[config.mk]
export PLATFORM = sky130hd
export DESIGN_NAME = playground_core
export DESIGN_NICKNAME = d
export VERILOG_FILES = /design/src/rtl/playground_core.sv
export SDC_FILE = /design/constraint.sdc
export NUM_CORES = 1
export LEC_CHECK = 0
export CAP_MARGIN = 20
export CORE_AREA = 2 2 101 103
export CTS_CLUSTER_DIAMETER = 200
export DETAILED_ROUTE_END_ITERATION = 7
export DIE_AREA = 0 0 103 105
export PLACE_DENSITY_LB_ADDON = 0.15
export SLEW_MARGIN = 20
export SYNTH_ARGS = -nofsm -noshare
export SYNTH_HDL_FRONTEND = slang
export SYNTH_SLANG_ARGS = --single-unit
[constraint.sdc]
create_clock -name clk -period 2.8 [get_ports clk]
set_clock_uncertainty 0.05 [all_clocks]
set_input_delay 0.56 -clock clk [delete_from_list [all_inputs] [get_ports clk]]
set_output_delay 0.56 -clock clk [all_outputs]
set_load 0.1 [all_outputs]
[src/rtl/playground_core.sv]
// playground_core: board bring-up block. It drives six LEDs with a pattern that
// alternates between a bouncing single-LED scan and a 6-bit binary count, and it
// drives a free-running square wave on test_pin.
module playground_core #(
  parameter int unsigned STEP_DIV       = 13_500_000,
  parameter int unsigned TEST_DIV       = 1_350,
  parameter int unsigned SCAN_BOUNCES   = 2,
  parameter bit          LED_ACTIVE_LOW = 1'b1
) (
  input  logic       clk,
  input  logic       reset,
  output logic [5:0] led,
  output logic       test_pin
);

  localparam int unsigned LED_N  = 6;
  localparam int unsigned POS_W  = 3;
  localparam int unsigned STEP_W = (STEP_DIV > 1) ? $clog2(STEP_DIV) : 1;
  localparam int unsigned TEST_W = (TEST_DIV > 1) ? $clog2(TEST_DIV) : 1;
  localparam int unsigned BNC_W  = $clog2(SCAN_BOUNCES + 1);

  localparam logic [POS_W-1:0] POS_MIN  = POS_W'(0);
  localparam logic [POS_W-1:0] POS_ONE  = POS_W'(1);
  localparam logic [POS_W-1:0] POS_MAX  = POS_W'(LED_N - 1);
  localparam logic [LED_N-1:0] PAT_RST  = LED_N'(1);
  localparam logic [LED_N-1:0] CNT_LAST = {LED_N{1'b1}};
  localparam logic [LED_N-1:0] LED_RST  = LED_ACTIVE_LOW ? ~PAT_RST : PAT_RST;

  typedef enum logic {
    MODE_SCAN  = 1'b0,
    MODE_COUNT = 1'b1
  } mode_e;

  typedef enum logic {
    DIR_UP   = 1'b0,
    DIR_DOWN = 1'b1
  } dir_e;

  logic [STEP_W-1:0] step_cnt_q, step_cnt_d;
  logic [TEST_W-1:0] test_cnt_q, test_cnt_d;
  logic              test_pin_q, test_pin_d;
  mode_e             mode_q, mode_d;
  dir_e              dir_q, dir_d;
  logic [POS_W-1:0]  pos_q, pos_d;
  logic [BNC_W-1:0]  bounce_q, bounce_d;
  logic [LED_N-1:0]  count_q, count_d;
  logic [LED_N-1:0]  pattern_q, pattern_d;
  logic [LED_N-1:0]  led_q, led_d;

  logic              step_pulse_c;
  logic              test_tgl_c;
  logic [BNC_W-1:0]  bounce_inc_c;

  // Step prescaler: wraps every STEP_DIV cycles, pulsing on the terminal count.
  always_comb begin
    step_pulse_c = (step_cnt_q == STEP_W'(STEP_DIV - 1));
    step_cnt_d   = step_pulse_c ? '0 : step_cnt_q + STEP_W'(1);
  end

  // Test prescaler: independent wrap that toggles test_pin on its terminal count.
  always_comb begin
    test_tgl_c = (test_cnt_q == TEST_W'(TEST_DIV - 1));
    test_cnt_d = test_tgl_c ? '0 : test_cnt_q + TEST_W'(1);
    test_pin_d = test_pin_q ^ test_tgl_c;
  end

  // Pattern FSM: advances one step per step pulse; the LED image follows in the same edge.
  always_comb begin
    mode_d       = mode_q;
    dir_d        = dir_q;
    pos_d        = pos_q;
    bounce_d     = bounce_q;
    count_d      = count_q;
    pattern_d    = pattern_q;
    bounce_inc_c = bounce_q + BNC_W'(1);

    if (step_pulse_c) begin
      unique case (mode_q)
        MODE_SCAN: begin
          if (pos_q > POS_MAX) begin
            // Unused position encodings restart the scan from the first LED.
            pos_d    = POS_MIN;
            dir_d    = DIR_UP;
            bounce_d = '0;
          end else if (dir_q == DIR_UP) begin
            if (pos_q == POS_MAX) begin
              pos_d = POS_MAX - POS_W'(1);
              dir_d = DIR_DOWN;
            end else begin
              pos_d = pos_q + POS_W'(1);
            end
          end else begin
            if (pos_q == POS_ONE) begin
              // Landing on LED 0 completes a bounce; the last bounce hands over to COUNT.
              pos_d = POS_MIN;
              dir_d = DIR_UP;
              if (bounce_inc_c >= BNC_W'(SCAN_BOUNCES)) begin
                mode_d   = MODE_COUNT;
                bounce_d = '0;
                count_d  = '0;
              end else begin
                bounce_d = bounce_inc_c;
              end
            end else if (pos_q == POS_MIN) begin
              pos_d = POS_MIN;
              dir_d = DIR_UP;
            end else begin
              pos_d = pos_q - POS_W'(1);
            end
          end
        end
        MODE_COUNT: begin
          if (count_q == CNT_LAST) begin
            mode_d   = MODE_SCAN;
            pos_d    = POS_MIN;
            dir_d    = DIR_UP;
            bounce_d = '0;
            count_d  = '0;
          end else begin
            count_d = count_q + LED_N'(1);
          end
        end
        default: begin
          mode_d   = MODE_SCAN;
          pos_d    = POS_MIN;
          dir_d    = DIR_UP;
          bounce_d = '0;
          count_d  = '0;
        end
      endcase

      if (mode_d == MODE_COUNT) begin
        pattern_d = count_d;
      end else begin
        pattern_d = PAT_RST << pos_d;
      end
    end

    led_d = LED_ACTIVE_LOW ? ~pattern_d : pattern_d;
  end

  // State registers with synchronous active-low reset.
  always_ff @(posedge clk) begin
    if (!reset) begin
      step_cnt_q <= '0;
      test_cnt_q <= '0;
      test_pin_q <= 1'b0;
      mode_q     <= MODE_SCAN;
      dir_q      <= DIR_UP;
      pos_q      <= POS_MIN;
      bounce_q   <= '0;
      count_q    <= '0;
      pattern_q  <= PAT_RST;
      led_q      <= LED_RST;
    end else begin
      step_cnt_q <= step_cnt_d;
      test_cnt_q <= test_cnt_d;
      test_pin_q <= test_pin_d;
      mode_q     <= mode_d;
      dir_q      <= dir_d;
      pos_q      <= pos_d;
      bounce_q   <= bounce_d;
      count_q    <= count_d;
      pattern_q  <= pattern_d;
      led_q      <= led_d;
    end
  end

  assign led      = led_q;
  assign test_pin = test_pin_q;

endmodule

==> flow_metrics.env <==
export IMPL_holdWs_ps=429
export IMPL_drt_iter0_drc=93
export IMPL_required_ps=3010
export IMPL_reg2regPathDepth=6
export IMPL_cts_buffers_inserted=9
export IMPL_reg2reg_to="count_q[0]"
export IMPL_io_buffer_count=8
export IMPL_busiest_layer="met2"
export IMPL_htreeDepth=3
export IMPL_power_density_mw_per_mm2=543
export IMPL_min_to="led[0]"
export IMPL_final_cells=493
export IMPL_grt_overflow=0
export IMPL_rsz0062_at_grt="false"
export IMPL_cp_arrival_ps=2850
export IMPL_cpLargestDelayFamily="simple AND/OR/NAND/NOR gates"
export IMPL_dr_total_vias=2358
export IMPL_coreArea_sq_mm=0.00964
export IMPL_drv_slew=0
export IMPL_cts_hold_buf=0
export IMPL_antenna_found_initial=0
export IMPL_post_cts_buffers=0
export IMPL_path_buf_inv=1
export IMPL_num_rows=36
export IMPL_layout_drive_gt1_share_pct=11.4
export IMPL_grt_max_degree=29
export IMPL_dr_pass1_iters=5
export IMPL_dp_final_hpwl_um=4180
export IMPL_die_w_um=103
export IMPL_hold_path_depth=1
export IMPL_synthArstFlopShare_pct=0
export IMPL_cts_tree="built"
export IMPL_diodes=0
export IMPL_drv_cap=0
export IMPL_synthCells=343
export IMPL_dieArea_sq_mm=0.0108
export IMPL_critPathMostFrequentCell="or4_1"
export IMPL_ant_nets=0
export IMPL_dpl_cell_area_sq_mm=0.00310
export IMPL_dp_cells=477
export IMPL_synthFlopType="dfxtp_1"
export IMPL_min_period_ps=2630
export IMPL_setup_viol=0
export IMPL_root_buffer="clkbuf_8"
export IMPL_path_cells="or4_1, or4_1, or4_1, buf_4, or3_1, a21oi_1"
export IMPL_hold_viol=0
export IMPL_grt_use_met1_pct=17.4
export IMPL_p_leak_nw=1.19
export IMPL_r2r_start="step_cnt_q[17]"
export IMPL_ys_ff_latch=61
export IMPL_grt_met3_usage_pct=3.61
export IMPL_io_pin_count=9
export IMPL_clock_sinks=61
export IMPL_seq_area_frac_synth_pct=42.8
export IMPL_grt_pass1_wl_um=10800
export IMPL_critPathCaptureType="flop"
export IMPL_yosys_warnings=0
export IMPL_fmax_mhz=380
export IMPL_wire_per_inst_um=12.7
export IMPL_cts_buffer_depth=2
export IMPL_finalInstanceArea_sq_mm=0.00332
export IMPL_first_global_vias=2272
export IMPL_slowest_delay_ps=510
export IMPL_syn_area_sq_mm=0.00285
export IMPL_use_met2_pct=18.1
export IMPL_finalCritPeriodShare_pct=94.0
export IMPL_critical_path_class="reg2reg"
export IMPL_max_slew_margin_pct=57.9
export IMPL_cts_resized=0
export IMPL_synth_distinct_cells=42
export IMPL_clk_pin_slew_worst_paths_ps=80
export IMPL_gp_congestion=0.766
export IMPL_worst_r2r_setup_slack_ps=170
export IMPL_drt_wl_total_um=6240
export IMPL_grtUsageTotal_pct=12.6
export IMPL_worstMarginPinSlew_ps=628
export IMPL_clkLatencyLatePin_ps=340
export IMPL_setup_tns_ps=0
export IMPL_area_growth_pct=16.6
export IMPL_peakVddDrop_mv=0.257
export IMPL_via_per_inst=4.78
export IMPL_start_kind="flop"
export IMPL_initial_core_util_pct=29.6
export IMPL_crit_path_top_delay_cell="or4_1"
export IMPL_path_max_fanout=15
export IMPL_dieHeight_um=105
export IMPL_syn_nets=352
export IMPL_layout_nets=364
export IMPL_status="finished clean"
export IMPL_drc=0
export IMPL_synth_edff_count=0
export IMPL_hold_path_class="reg2reg"
export IMPL_syn_avg_cell_area_sq_um=8.31
synthesized netlist by cell type, types with 4 or more instances:
cell	n	area (sq um)
nor2b_1	6	37.5
nor2_1	45	169
clkbuf_1	13	48.8
o21ai_0	15	75.1
a31o_2	5	43.8
nand2_1	33	124
and3_1	7	43.8
ha_1	7	87.6
a21oi_1	14	70.1
xnor2_1	12	105
inv_1	11	41.3
nor4_1	4	25.0
a31oi_1	6	37.5
xor2_1	23	201
nor3_1	10	50.1
nand3_1	25	125
dfxtp_1	61	1220
nand4_1	8	50.1
layout make-up:
class                      count  area [sq um]
inverter                      11          41.3
multi-input combinational    255          1530
tap                          133           166
clock buffer                   9           124
fill                        1077          6320
clock inverter                 7          98.8
sequential                    61          1220
timing repair buffer          17           143
cells by family after synthesis:
| logic type | after synthesis | synth area share [%] |
|---|---|---|
| simple gates | 153 | 25.9 |
| flops | 61 | 42.8 |
| compound gates | 59 | 13.3 |
| xor+xnor | 35 | 10.8 |
| buf+inv | 27 | 3.69 |
| fa+ha+maj | 7 | 3.07 |
| mux | 1 | 0.395 |
cell usage in the layout, fill, tap and decap left out, types with 7 or more instances in the layout:
cell and n:
a21oi_1 14, inv_1 11, nand3_1 25, nand4_1 8
nor3_1 9, dfxtp_1 61, clkbuf_8 9, ha_1 7
nor2_1 45, and3_1 7, o21ai_0 15, nand2_1 33
buf_4 15, xnor2_1 12, xor2_1 23
through the flow:
stage	setup slack, ps	total power, W	util [%]
finish	167	0.00180	34.5
global route	47.4	0.00189	34.5
CTS	146	0.00183	34.5
detailed placement	186	0.000942	32.2
global placement	211	0.000942	32.2
floorplan	305	0.000927	-
how the worst max path moves through the flow:
stage	from	endpoint	cells past startpoint
2_1_floorplan	step_cnt_q[21]	count_q[3]	7
6_report	step_cnt_q[17]	count_q[0]	6
4_1_cts	step_cnt_q[17]	count_q[0]	6
3_5_place_dp	step_cnt_q[17]	count_q[0]	6
3_3_place_gp	step_cnt_q[17]	count_q[0]	6
5_1_grt	step_cnt_q[17]	count_q[0]	6
power breakdown:
part	switching (W)	internal, W
Sequential	0.0000100	0.000874
Clock	0.000376	0.000505
Combinational	0.0000235	0.0000135
registers in the layout (all words and copies together) (netlist names), named ones only:
| register | flops |
|---|---|
| test_cnt_q | 11 |
| count_q | 6 |
| step_cnt_q | 24 |
| mode_q | 1 |
| bounce_q | 2 |
| led | 6 |
| pos_q | 3 |
| dir_q | 1 |
| test_pin | 1 |
layer usage:
metal  wire length [um]  vias up  share of wire [%]
li1                   -     1229                  -
met1               3210     1084                 51
met2               2740       36                 44
met3                202        9                3.2
met4                 94        0                1.5
met5                  0        -                  0
Note: power is estimated with default switching activity, not from simulation.
